===== src/rtl/instr_fetch_unit_pkg.sv =====
// Shared definitions for the fetch stage and the control unit: opcodes,
// instruction field positions and fetch FSM state encodings.
package instr_fetch_unit_pkg;

    localparam logic [3:0] OP_NOP    = 4'h0;
    localparam logic [3:0] OP_ADD    = 4'h1;
    localparam logic [3:0] OP_SUB    = 4'h2;
    localparam logic [3:0] OP_AND    = 4'h3;
    localparam logic [3:0] OP_OR     = 4'h4;
    localparam logic [3:0] OP_XOR    = 4'h5;
    localparam logic [3:0] OP_LD     = 4'h6;
    localparam logic [3:0] OP_ST     = 4'h7;
    localparam logic [3:0] OP_BEQ    = 4'h8;
    localparam logic [3:0] OP_BNE    = 4'h9;
    // Control unit drives every enable inactive on this opcode.
    localparam logic [3:0] OP_BUBBLE = 4'b1010;
    localparam logic [3:0] OP_JMP    = 4'hB;
    localparam logic [3:0] OP_JAL    = 4'hC;
    localparam logic [3:0] OP_LI     = 4'hD;

    localparam int OP_MSB  = 15;
    localparam int OP_LSB  = 12;
    localparam int RD_MSB  = 11;
    localparam int RD_LSB  = 9;
    localparam int RS1_MSB = 8;
    localparam int RS1_LSB = 6;
    localparam int RS2_MSB = 5;
    localparam int RS2_LSB = 3;

    typedef logic [2:0] fetch_state_t;
    localparam fetch_state_t ST_IDLE   = 3'd0;
    localparam fetch_state_t ST_FETCH  = 3'd1;
    localparam fetch_state_t ST_ISSUE  = 3'd2;
    localparam fetch_state_t ST_SQUASH = 3'd3;
    localparam fetch_state_t ST_HALT   = 3'd4;

endpackage


===== src/rtl/instr_fetch_unit_if.sv =====
// Instruction memory read port: active-low chip-select/output-enable with a
// ready strobe. The fetch unit is the master, the memory the slave.
interface instr_fetch_unit_if #(
    parameter int PC_W    = 8,
    parameter int INSTR_W = 16
);
    logic               n_imem_cs;
    logic               n_imem_oe;
    logic [PC_W-1:0]    imem_addr;
    logic [INSTR_W-1:0] imem_rdata;
    logic               imem_ready;

    modport master (
        output n_imem_cs, n_imem_oe, imem_addr,
        input  imem_rdata, imem_ready
    );

    modport slave (
        input  n_imem_cs, n_imem_oe, imem_addr,
        output imem_rdata, imem_ready
    );
endinterface


===== src/rtl/instr_fetch_unit_fetch_watchdog.sv =====
// Counts consecutive memory wait cycles and flags expiry on the cycle that
// would be the TIMEOUT_CYC-th wait. Used only when FETCH_TIMEOUT_EN is defined.
module fetch_watchdog #(
    parameter int TIMEOUT_CYC = 15
) (
    input  logic clk,
    input  logic n_rst,
    input  logic waiting_i,
    input  logic clear_i,
    output logic expire_o
);
    localparam int CNT_W = $clog2(TIMEOUT_CYC + 1);

    logic [CNT_W-1:0] cnt_q;

    always_ff @(posedge clk or negedge n_rst) begin
        if (!n_rst) begin
            cnt_q <= '0;
        end else if (clear_i) begin
            cnt_q <= '0;
        end else if (waiting_i) begin
            cnt_q <= cnt_q + 1'b1;
        end
    end

    assign expire_o = waiting_i && (cnt_q == CNT_W'(TIMEOUT_CYC - 1));

endmodule


===== src/rtl/instr_fetch_unit.sv =====
// Instruction fetch stage: PC, memory read handshake, instruction register.
// Define FETCH_TIMEOUT_EN to enable the memory wait watchdog and HALT state.
module instr_fetch_unit
    import instr_fetch_unit_pkg::*;
#(
    parameter int              PC_W     = 8,
    parameter int              INSTR_W  = 16,
    parameter logic [PC_W-1:0] RESET_PC = '0
`ifdef FETCH_TIMEOUT_EN
    ,
    parameter int              TIMEOUT_CYC = 15
`endif
) (
    input  logic                 clk,
    input  logic                 n_rst,
    instr_fetch_unit_if.master   imem,
    input  logic                 stall,
    input  logic                 redirect_en,
    input  logic [PC_W-1:0]      redirect_pc,
    output logic [3:0]           op_code,
    output logic [INSTR_W-1:0]   instr,
    output logic                 instr_valid,
    output logic [PC_W-1:0]      pc_out,
    output logic                 fetch_err
);
    fetch_state_t       state_q, state_d;
    logic [PC_W-1:0]    pc_q, pc_d;
    logic [PC_W-1:0]    fetch_addr_q, fetch_addr_d;
    logic [PC_W-1:0]    pc_out_q, pc_out_d;
    logic [INSTR_W-1:0] ir_q, ir_d;
    logic               valid_q, valid_d;
    logic               timeout;
    logic               mem_active;

`ifdef FETCH_TIMEOUT_EN
    logic waiting;
    logic wd_clear;
    logic fetch_err_q;

    assign waiting  = ((state_q == ST_FETCH) || (state_q == ST_SQUASH)) && !imem.imem_ready;
    assign wd_clear = imem.imem_ready || ((state_q != ST_FETCH) && (state_d == ST_FETCH));

    fetch_watchdog #(
        .TIMEOUT_CYC (TIMEOUT_CYC)
    ) u_fetch_watchdog (
        .clk       (clk),
        .n_rst     (n_rst),
        .waiting_i (waiting),
        .clear_i   (wd_clear),
        .expire_o  (timeout)
    );

    always_ff @(posedge clk or negedge n_rst) begin
        if (!n_rst) begin
            fetch_err_q <= 1'b0;
        end else if (timeout) begin
            fetch_err_q <= 1'b1;
        end
    end

    assign fetch_err = fetch_err_q;
`else
    assign timeout   = 1'b0;
    assign fetch_err = 1'b0;
`endif

    always_comb begin
        // NOTE: every next-state value defaults to hold so no path through the case infers a latch.
        state_d      = state_q;
        pc_d         = pc_q;
        fetch_addr_d = fetch_addr_q;
        pc_out_d     = pc_out_q;
        ir_d         = ir_q;
        valid_d      = valid_q;

        case (state_q)
            ST_IDLE: begin
                fetch_addr_d = pc_q;
                state_d      = ST_FETCH;
            end
            ST_FETCH: begin
                if (timeout) begin
                    valid_d = 1'b0;
                    state_d = ST_HALT;
                end else if (redirect_en) begin
                    pc_d = redirect_pc;
                    if (imem.imem_ready) begin
                        fetch_addr_d = redirect_pc;
                    end else begin
                        state_d = ST_SQUASH;
                    end
                end else if (imem.imem_ready) begin
                    ir_d     = imem.imem_rdata;
                    pc_out_d = fetch_addr_q;
                    valid_d  = 1'b1;
                    state_d  = ST_ISSUE;
                end
            end
            ST_ISSUE: begin
                if (redirect_en) begin
                    pc_d         = redirect_pc;
                    fetch_addr_d = redirect_pc;
                    valid_d      = 1'b0;
                    state_d      = ST_FETCH;
                end else if (!stall) begin
                    pc_d         = pc_q + PC_W'(1);
                    fetch_addr_d = pc_q + PC_W'(1);
                    valid_d      = 1'b0;
                    state_d      = ST_FETCH;
                end
            end
            ST_SQUASH: begin
                // The in-flight read must complete on its original address before refetching.
                if (redirect_en) begin
                    pc_d = redirect_pc;
                end
                if (timeout) begin
                    valid_d = 1'b0;
                    state_d = ST_HALT;
                end else if (imem.imem_ready) begin
                    fetch_addr_d = pc_d;
                    state_d      = ST_FETCH;
                end
            end
            ST_HALT: begin
                valid_d = 1'b0;
            end
            default: begin
                state_d = ST_IDLE;
            end
        endcase
    end

    always_ff @(posedge clk or negedge n_rst) begin
        // NOTE: sequential state uses non-blocking assignments so all registers update from pre-edge values.
        if (!n_rst) begin
            state_q      <= ST_IDLE;
            pc_q         <= RESET_PC;
            fetch_addr_q <= RESET_PC;
            pc_out_q     <= RESET_PC;
            ir_q         <= '0;
            valid_q      <= 1'b0;
        end else begin
            state_q      <= state_d;
            pc_q         <= pc_d;
            fetch_addr_q <= fetch_addr_d;
            pc_out_q     <= pc_out_d;
            ir_q         <= ir_d;
            valid_q      <= valid_d;
        end
    end

    // Strobes decode straight from the state register, so reset releases them at once.
    assign mem_active     = (state_q == ST_FETCH) || (state_q == ST_SQUASH);
    assign imem.n_imem_cs = !mem_active;
    assign imem.n_imem_oe = !mem_active;
    assign imem.imem_addr = fetch_addr_q;

    assign instr       = ir_q;
    assign instr_valid = valid_q;
    assign pc_out      = pc_out_q;
    assign op_code     = valid_q ? ir_q[INSTR_W-1 -: 4] : OP_BUBBLE;

endmodule

===== src/flat_wrapper.sv =====
// flat-port wrapper written by rule: the top's interface ports become plain ports
module instr_fetch_unit_flat import instr_fetch_unit_pkg::*;
#(
    parameter int              PC_W     = 8,
    parameter int              INSTR_W  = 16,
    parameter logic [PC_W-1:0] RESET_PC = '0

)
  (clk, n_rst, stall, redirect_en, redirect_pc, op_code, instr, instr_valid, pc_out, fetch_err, imem_n_imem_cs, imem_n_imem_oe, imem_imem_addr, imem_imem_rdata, imem_imem_ready);
  instr_fetch_unit_if #(.PC_W(PC_W), .INSTR_W(INSTR_W)) imem_i ();
  input  logic clk;
  input  logic n_rst;
  input  logic stall;
  input  logic redirect_en;
  input  logic [PC_W-1:0] redirect_pc;
  output logic [3:0] op_code;
  output logic [INSTR_W-1:0] instr;
  output logic instr_valid;
  output logic [PC_W-1:0] pc_out;
  output logic fetch_err;
  output wire logic [$bits(imem_i.n_imem_cs)-1:0] imem_n_imem_cs;
  output wire logic [$bits(imem_i.n_imem_oe)-1:0] imem_n_imem_oe;
  output wire logic [$bits(imem_i.imem_addr)-1:0] imem_imem_addr;
  input wire logic [$bits(imem_i.imem_rdata)-1:0] imem_imem_rdata;
  input wire logic [$bits(imem_i.imem_ready)-1:0] imem_imem_ready;
  assign imem_n_imem_cs = imem_i.n_imem_cs;
  assign imem_n_imem_oe = imem_i.n_imem_oe;
  assign imem_imem_addr = imem_i.imem_addr;
  assign imem_i.imem_rdata = imem_imem_rdata;
  assign imem_i.imem_ready = imem_imem_ready;
  instr_fetch_unit #(.PC_W(PC_W), .INSTR_W(INSTR_W), .RESET_PC(RESET_PC)) u_core (.clk(clk), .n_rst(n_rst), .imem(imem_i), .stall(stall), .redirect_en(redirect_en), .redirect_pc(redirect_pc), .op_code(op_code), .instr(instr), .instr_valid(instr_valid), .pc_out(pc_out), .fetch_err(fetch_err));
endmodule

===== config.mk =====
export PLATFORM = sky130hd
export DESIGN_NAME = instr_fetch_unit_flat
export DESIGN_NICKNAME = d
export VERILOG_FILES = /design/src/rtl/instr_fetch_unit_pkg.sv /design/src/rtl/instr_fetch_unit_if.sv /design/src/rtl/instr_fetch_unit_fetch_watchdog.sv /design/src/rtl/instr_fetch_unit.sv /design/src/flat_wrapper.sv
export SDC_FILE = /design/constraint.sdc
export NUM_CORES = 1
export LEC_CHECK = 0
export CAP_MARGIN = 20
export CORE_ASPECT_RATIO = 0.9
export CORE_MARGIN = 4
export CORE_UTILIZATION = 51
export CTS_CLUSTER_DIAMETER = 80
export DETAILED_ROUTE_END_ITERATION = 10
export HOLD_SLACK_MARGIN = 0.1
export PLACE_DENSITY = 0.85
export SYNTH_ARGS = -nofsm -noshare
export SYNTH_HDL_FRONTEND = slang
export SYNTH_SLANG_ARGS = --single-unit

===== constraint.sdc =====
create_clock -name clk -period 2.55 [get_ports clk]
set_input_delay 0.51 -clock clk [delete_from_list [all_inputs] [get_ports clk]]
set_output_delay 0.51 -clock clk [all_outputs]
set_load 0.1 [all_outputs]

# After elaboration in Yosys (flattened, before gate mapping)
# Index checks and enable logic that the tools add are counted.
# W data, S select, Z words.
[op_classes]
addsub = 1
n_eq_ne = 11
n_mux = 21
bitwise_logic = 2
n_reduce_logical = 12
[op_table]
columns = ["cell", "n"]
rows = [
  ["$mux W8", 6],
  ["$pmux W8 S4", 1],
  ["$mux W3", 6],
  ["$pmux W8 S2", 1],
  ["$pmux W3 S5", 1],
  ["$reduce_and A5 Y1", 2],
  ["$ne A3 B3 Y1 const B", 3],
  ["$add A8 B1 Y8 const B", 1],
  ["$ne A2 B2 Y1 const B", 4],
  ["$eq A3 B2 Y1 const B", 2],
  ["$mux W1", 4],
  ["$mux W4", 1],
  ["$reduce_and A4 Y1", 1],
  ["$reduce_bool A4 Y1", 1],
  ["$eq A3 B1 Y1 const B", 1],
  ["$eq A3 B3 Y1 const B", 1],
  ["$logic_not A3 Y1", 1],
  ["$pmux W1 S3", 1],
  ["$reduce_and A3 Y1", 1],
  ["$reduce_bool A3 Y1", 1],
  ["$not A1 Y1", 2],
  ["$reduce_and A2 Y1", 1],
  ["$reduce_bool A2 Y1", 1],
  ["$reduce_or A2 Y1", 1],
  ["other kinds (2)", 2],
]
[totals]
reg_bits = 44
input_bits = 29
output_inout_bits = 40
word_cells = 53

# Longest topological paths before layout
[depth]
word_depth = 4
ltp_mapped = 7

# Worst setup path before layout
# Ideal clock, no wire load.
[synth_timing]
path_type = "register to output"
start = "register u_core.valid_q, in the netlist u_core.instr_valid"
end = "output op_code[0]"
t_arrival_ps = 1823
required_time_ps = 2040
slack_ps = 217
stages_incl_launch_ff = 2
path_buffers = 0
cell_sequence = "dfrtp_1 > and2_1"
[synth_via]
elab_chain_cells = 1
[synth_rtl]
columns = ["element", "line", "text"]
rows = [
  ["from (decl)", "instr_fetch_unit.sv:31", "logic valid_q, valid_d;"],
  ["from (signal assigned)", "instr_fetch_unit.sv:149", "valid_q <= valid_d;"],
  ["$mux W4", "instr_fetch_unit.sv:162", "assign op_code = valid_q ? ir_q[INSTR_W-1 -: 4] : OP_BUBBLE;"],
  ["to (decl)", "flat_wrapper.sv:16", "output logic [3:0] op_code;"],
]
# Every way passes these cells.

# Worst setup path in the final report
[layout_timing]
start = "register u_core.state_q[1]"
end = "register u_core.fetch_addr_q[2], in the netlist u_core.imem.imem_addr[2]"
[layout_via]
elab_chain_cells = 3
elab_cells_between_ends = 11
cone_classes = "eq/ne (7); mux (1); reduce/logical (3)"
[layout_rtl]
columns = ["element", "line", "text"]
rows = [
  ["from (decl)", "instr_fetch_unit.sv:26", "fetch_state_t state_q, state_d;"],
  ["from (signal assigned)", "instr_fetch_unit.sv:144", "state_q <= state_d;"],
  ["$eq A3 B2 Y1 (tied with other cells)", "instr_fetch_unit.sv:76", "case (state_q)"],
  ["$ne A3 B3 Y1 (no line) (tied with other cells)", "n/a", ""],
  ["$reduce_and A5 Y1 (no line)", "n/a", ""],
  ["to (signal assigned)", "instr_fetch_unit.sv:146", "fetch_addr_q <= fetch_addr_d;"],
  ["to (decl)", "instr_fetch_unit.sv:28", "logic [PC_W-1:0] fetch_addr_q, fetch_addr_d;"],
]
# Several ways; a longest one is shown, not always the timed one.
# A chain may end at the register's enable or synchronous reset.

==> flow_summary_export.csv <==
group,metric,value,unit
global_routing,total_overflow_reported_by_the_global_router,0,
sta,clock-skew-final,0.00709,ns
route,drc,0,
global_routing,initial_antenna_violation_count,0,
final_layout,insertedDiodeCount,0,
global_routing,grt_start_max_net_pins,37,
cts,cts.root.buffer_cell,"sky130_fd_sc_hd__clkbuf_8",
cts,cts_htree_levels,2,
die,floorplan.die_area,5810,µm²
route,max_layer_used,"met4",
hold_path,worstHoldPathType,"in2async",
route,met3RoutedLength,481,µm
sta,period_utilization,0.793,
yosys,postSynthRegisterBits,43,
sta,tns,0,ns
job,maxCapViolCount,0,
cts,post_cts_resized,0,
cts,max-clock-path-buffers,2,
route,first_drt_iteration_drcs,147,
final_layout,fill_cells,329,
cts,numClockSinks,43,
route,drt_total_wl,6000,µm
final_layout,layout-drive-gt1-share,0.225,
yosys,synthDominantAreaCellType,"sky130_fd_sc_hd__dfrtp_1",
placed_design,placement.io_buffers,67,
sta,final.setup.worst_slack,0.528,ns
route,route.detailed.wl_per_inst,16.5,µm
worst_setup_path,cpMaxStageDelayCell,"sky130_fd_sc_hd__dfrtp_1",
yosys,synth_seq_area_share,0.454,
yosys,synth.top_cell.area_share,0.454,
die,ioPinCount,69,
final_layout,multiInputGateArea,1170,µm²
die,num_rows,23,
sta,max_slew.worst_pin.slew,0.761,ns
yosys,syn_area_per_cell,10.1,µm²
cts,hold_buffers,0,
cts,cts_tree,"done",
sta,max_freq,0.495,GHz
sta,grt_setup_unrepaired,"false",
cts,cts-buffers-inserted,5,
route,met2_wire_length,2770,µm
worst_setup_path,worst-path-buf-inv,1,
die,die_height,72.7,µm
yosys,ys.warnings.count,0,
final_layout,syn2layout_area_growth,33.8,%
final_layout,finalNonFillerCells,364,
placed_design,placedCellCount,356,
worst_setup_path,worst_stage_delay_on_the_critical_path,0.84,ns
route,met1Wirelength,2600,µm
cts,cts_setup_buffers,0,
cts,clock_latency,0.30,ns
yosys,synth_area_leaders,"sky130_fd_sc_hd__dfrtp_1 45%, sky130_fd_sc_hd__mux2_1 9.0%, sky130_fd_sc_hd__nand2_1 3.3%",
worst_setup_path,worst-endpoint-required,2.73,ns
sta,final_worst_path_period_need,2.02,ns
route,number_of_optimization_iterations_in_the_first_detailed_route_pass,4,
die,fp.coreArea,4460,µm²
sta,finalHoldViolCount,0,
die,floorplan.initialDensity,0.532,
worst_setup_path,timing.critical_path.to_type,"flip-flop",
yosys,synthCells,235,
die,die_x,79.9,µm
yosys,ys_types,51,
global_routing,track_usage,0.218,
worst_setup_path,start_kind,"flip-flop",
placed_design,dpl_worst_slack,0.321,ns
status,run_status,"finished clean",
route,num_vias,2040,
worst_setup_path,worstPathMaxFanout,22,
route,routed_via_density,5.60,
worst_setup_path,cp_cell_sequence,"o21ai_1 -> a22o_1 -> buf_4 -> o31ai_1",
sta,timing.slew.headroom,0.492,
final_layout,regArea,1080,µm²
yosys,syn_area,2370,µm²
sta,finalMaxSlewViolations,0,
global_routing,grt_pass1_wl,9840,µm
placed_design,dp_hpwl,4420,µm
worst_setup_path,critPathArrivalTime,2.21,ns
final_layout,final_nets,331,
route,antenna_left,0,
worst_setup_path,path_delay_family,"compound AO/OA/AOI/OAI gates",
worst_setup_path,criticalPathCategory,"reg2reg",
cts,clk_pin_slew_worst_paths,0.08,ns
yosys,synth.net_count,265,
placed_design,globalplace.congestion,0.855,
global_routing,grt_pass1_vias,1941,
sta,finalSetupViolCount,0,
final timing paths:
path | start | endpoint | slack [ns] | cells past startpoint
max in group asynchronous | n_rst | u_core.pc_out[3] | 1.75 | 2
worst min register to register | u_core.instr[1] | u_core.instr[1] | 0.49 | 1
worst min-delay path | n_rst | u_core.instr[10] | 0.22 | 1
worst max register to register | u_core.state_q[1] | u_core.imem.imem_addr[2] | 0.53 | 4
min in group clk | u_core.instr[1] | u_core.instr[1] | 0.49 | 1
worst max-delay path | u_core.state_q[1] | u_core.imem.imem_addr[2] | 0.53 | 4
layout make-up:
type	instances	area share
clock inverters	2	0.0189
flip-flops and latches	43	0.339
clock buffers	6	0.0229
inverters	6	0.00710
multi-input cells	168	0.369
repair buffers	77	0.218
well taps	62	0.0244
per-stage QoR:
stage                     cell area (µm²)  utilization  hold WS, ns
after global placement               3040        0.682        0.468
after floorplan                      2370            -        0.214
after detailed placement             3040        0.682        0.476
after CTS                            3170        0.711        0.230
final                                3170        0.711        0.220
after global routing                 3170        0.711        0.252
flip-flops by register name, indices dropped and copies added, names as in the netlist:
register,flops
u_core.instr,16
u_core.instr_valid,1
u_core.pc_q,8
u_core.pc_out,8
u_core.imem.imem_addr,8
u_core.state_q,2
layer usage:
| metal | vias up | GRT usage |
|---|---|---|
| met5 | - | 0 |
| li1 | 977 | - |
| met4 | 0 | 0.0826 |
| met3 | 16 | 0.0519 |
| met1 | 956 | 0.292 |
| met2 | 91 | 0.347 |
synth_stat cells (all sizes together):
master,number
dfrtp,43
mux2,25
nand2,21
o21ai,21
buf,15
nor2,14
a21oi,11
mux2i,7
nand2b,7
inv,6
and3,5
nor2b,4
o21a,4
a221o,3
a22oi,3
and2,3
clkbuf,3
nor3,3
o31ai,3
a211oi,2
a221oi,2
a2bb2oi,2
a31oi,2
and4b,2
nand3,2
nand4,2
nor4b,2
xnor2,2
xor2,2
a21o,1
a22o,1
a32oi,1
and2b,1
conb,1
ha,1
nand3b,1
o211ai,1
o221ai,1
o22ai,1
o31a,1
o32ai,1
o41ai,1
or3b,1
kinds of logic after synthesis:
group / count (synthesis) / synth area share
DFF: 43 / 0.454
adders and majority gates: 1 / 0.00528
muxes: 32 / 0.148
and+or+nand+nor: 68 / 0.153
buffers and inverters: 24 / 0.0522
AOI/OAI and AO/OA: 62 / 0.171
other: 1 / 0.00158
xor gates and xnor gates: 4 / 0.0148
layout by cell type, fill, tap and decap left out, types with 2 or more instances in the layout:
cell type,count
sky130_fd_sc_hd__o31ai_1,3
sky130_fd_sc_hd__nand2b_1,7
sky130_fd_sc_hd__nand2_1,21
sky130_fd_sc_hd__a2bb2oi_1,2
sky130_fd_sc_hd__o21ai_1,9
sky130_fd_sc_hd__clkbuf_8,5
sky130_fd_sc_hd__a221oi_1,2
sky130_fd_sc_hd__o21a_1,4
sky130_fd_sc_hd__mux2_1,19
sky130_fd_sc_hd__a21oi_1,10
sky130_fd_sc_hd__inv_1,4
sky130_fd_sc_hd__buf_12,4
sky130_fd_sc_hd__a31oi_1,2
sky130_fd_sc_hd__a22oi_1,3
sky130_fd_sc_hd__a221o_1,3
sky130_fd_sc_hd__xnor2_1,2
sky130_fd_sc_hd__inv_2,2
sky130_fd_sc_hd__nand4_1,2
sky130_fd_sc_hd__clkdlybuf4s50_1,27
sky130_fd_sc_hd__nor4b_1,2
sky130_fd_sc_hd__a211oi_1,2
sky130_fd_sc_hd__and3_1,5
sky130_fd_sc_hd__buf_4,45
sky130_fd_sc_hd__nor2b_1,4
sky130_fd_sc_hd__mux2i_1,7
sky130_fd_sc_hd__and2_1,3
sky130_fd_sc_hd__and4b_1,2
sky130_fd_sc_hd__mux2_2,6
sky130_fd_sc_hd__nor3_1,2
sky130_fd_sc_hd__o21ai_0,12
sky130_fd_sc_hd__bufinv_16,2
sky130_fd_sc_hd__nor2_1,14
sky130_fd_sc_hd__dfrtp_1,43
sky130_fd_sc_hd__xor2_1,2
sky130_fd_sc_hd__nand3_1,2
Power is left out: the tool's default activity adds up to more than one toggle a clock period on the data nets, which glitch-free logic cannot reach.
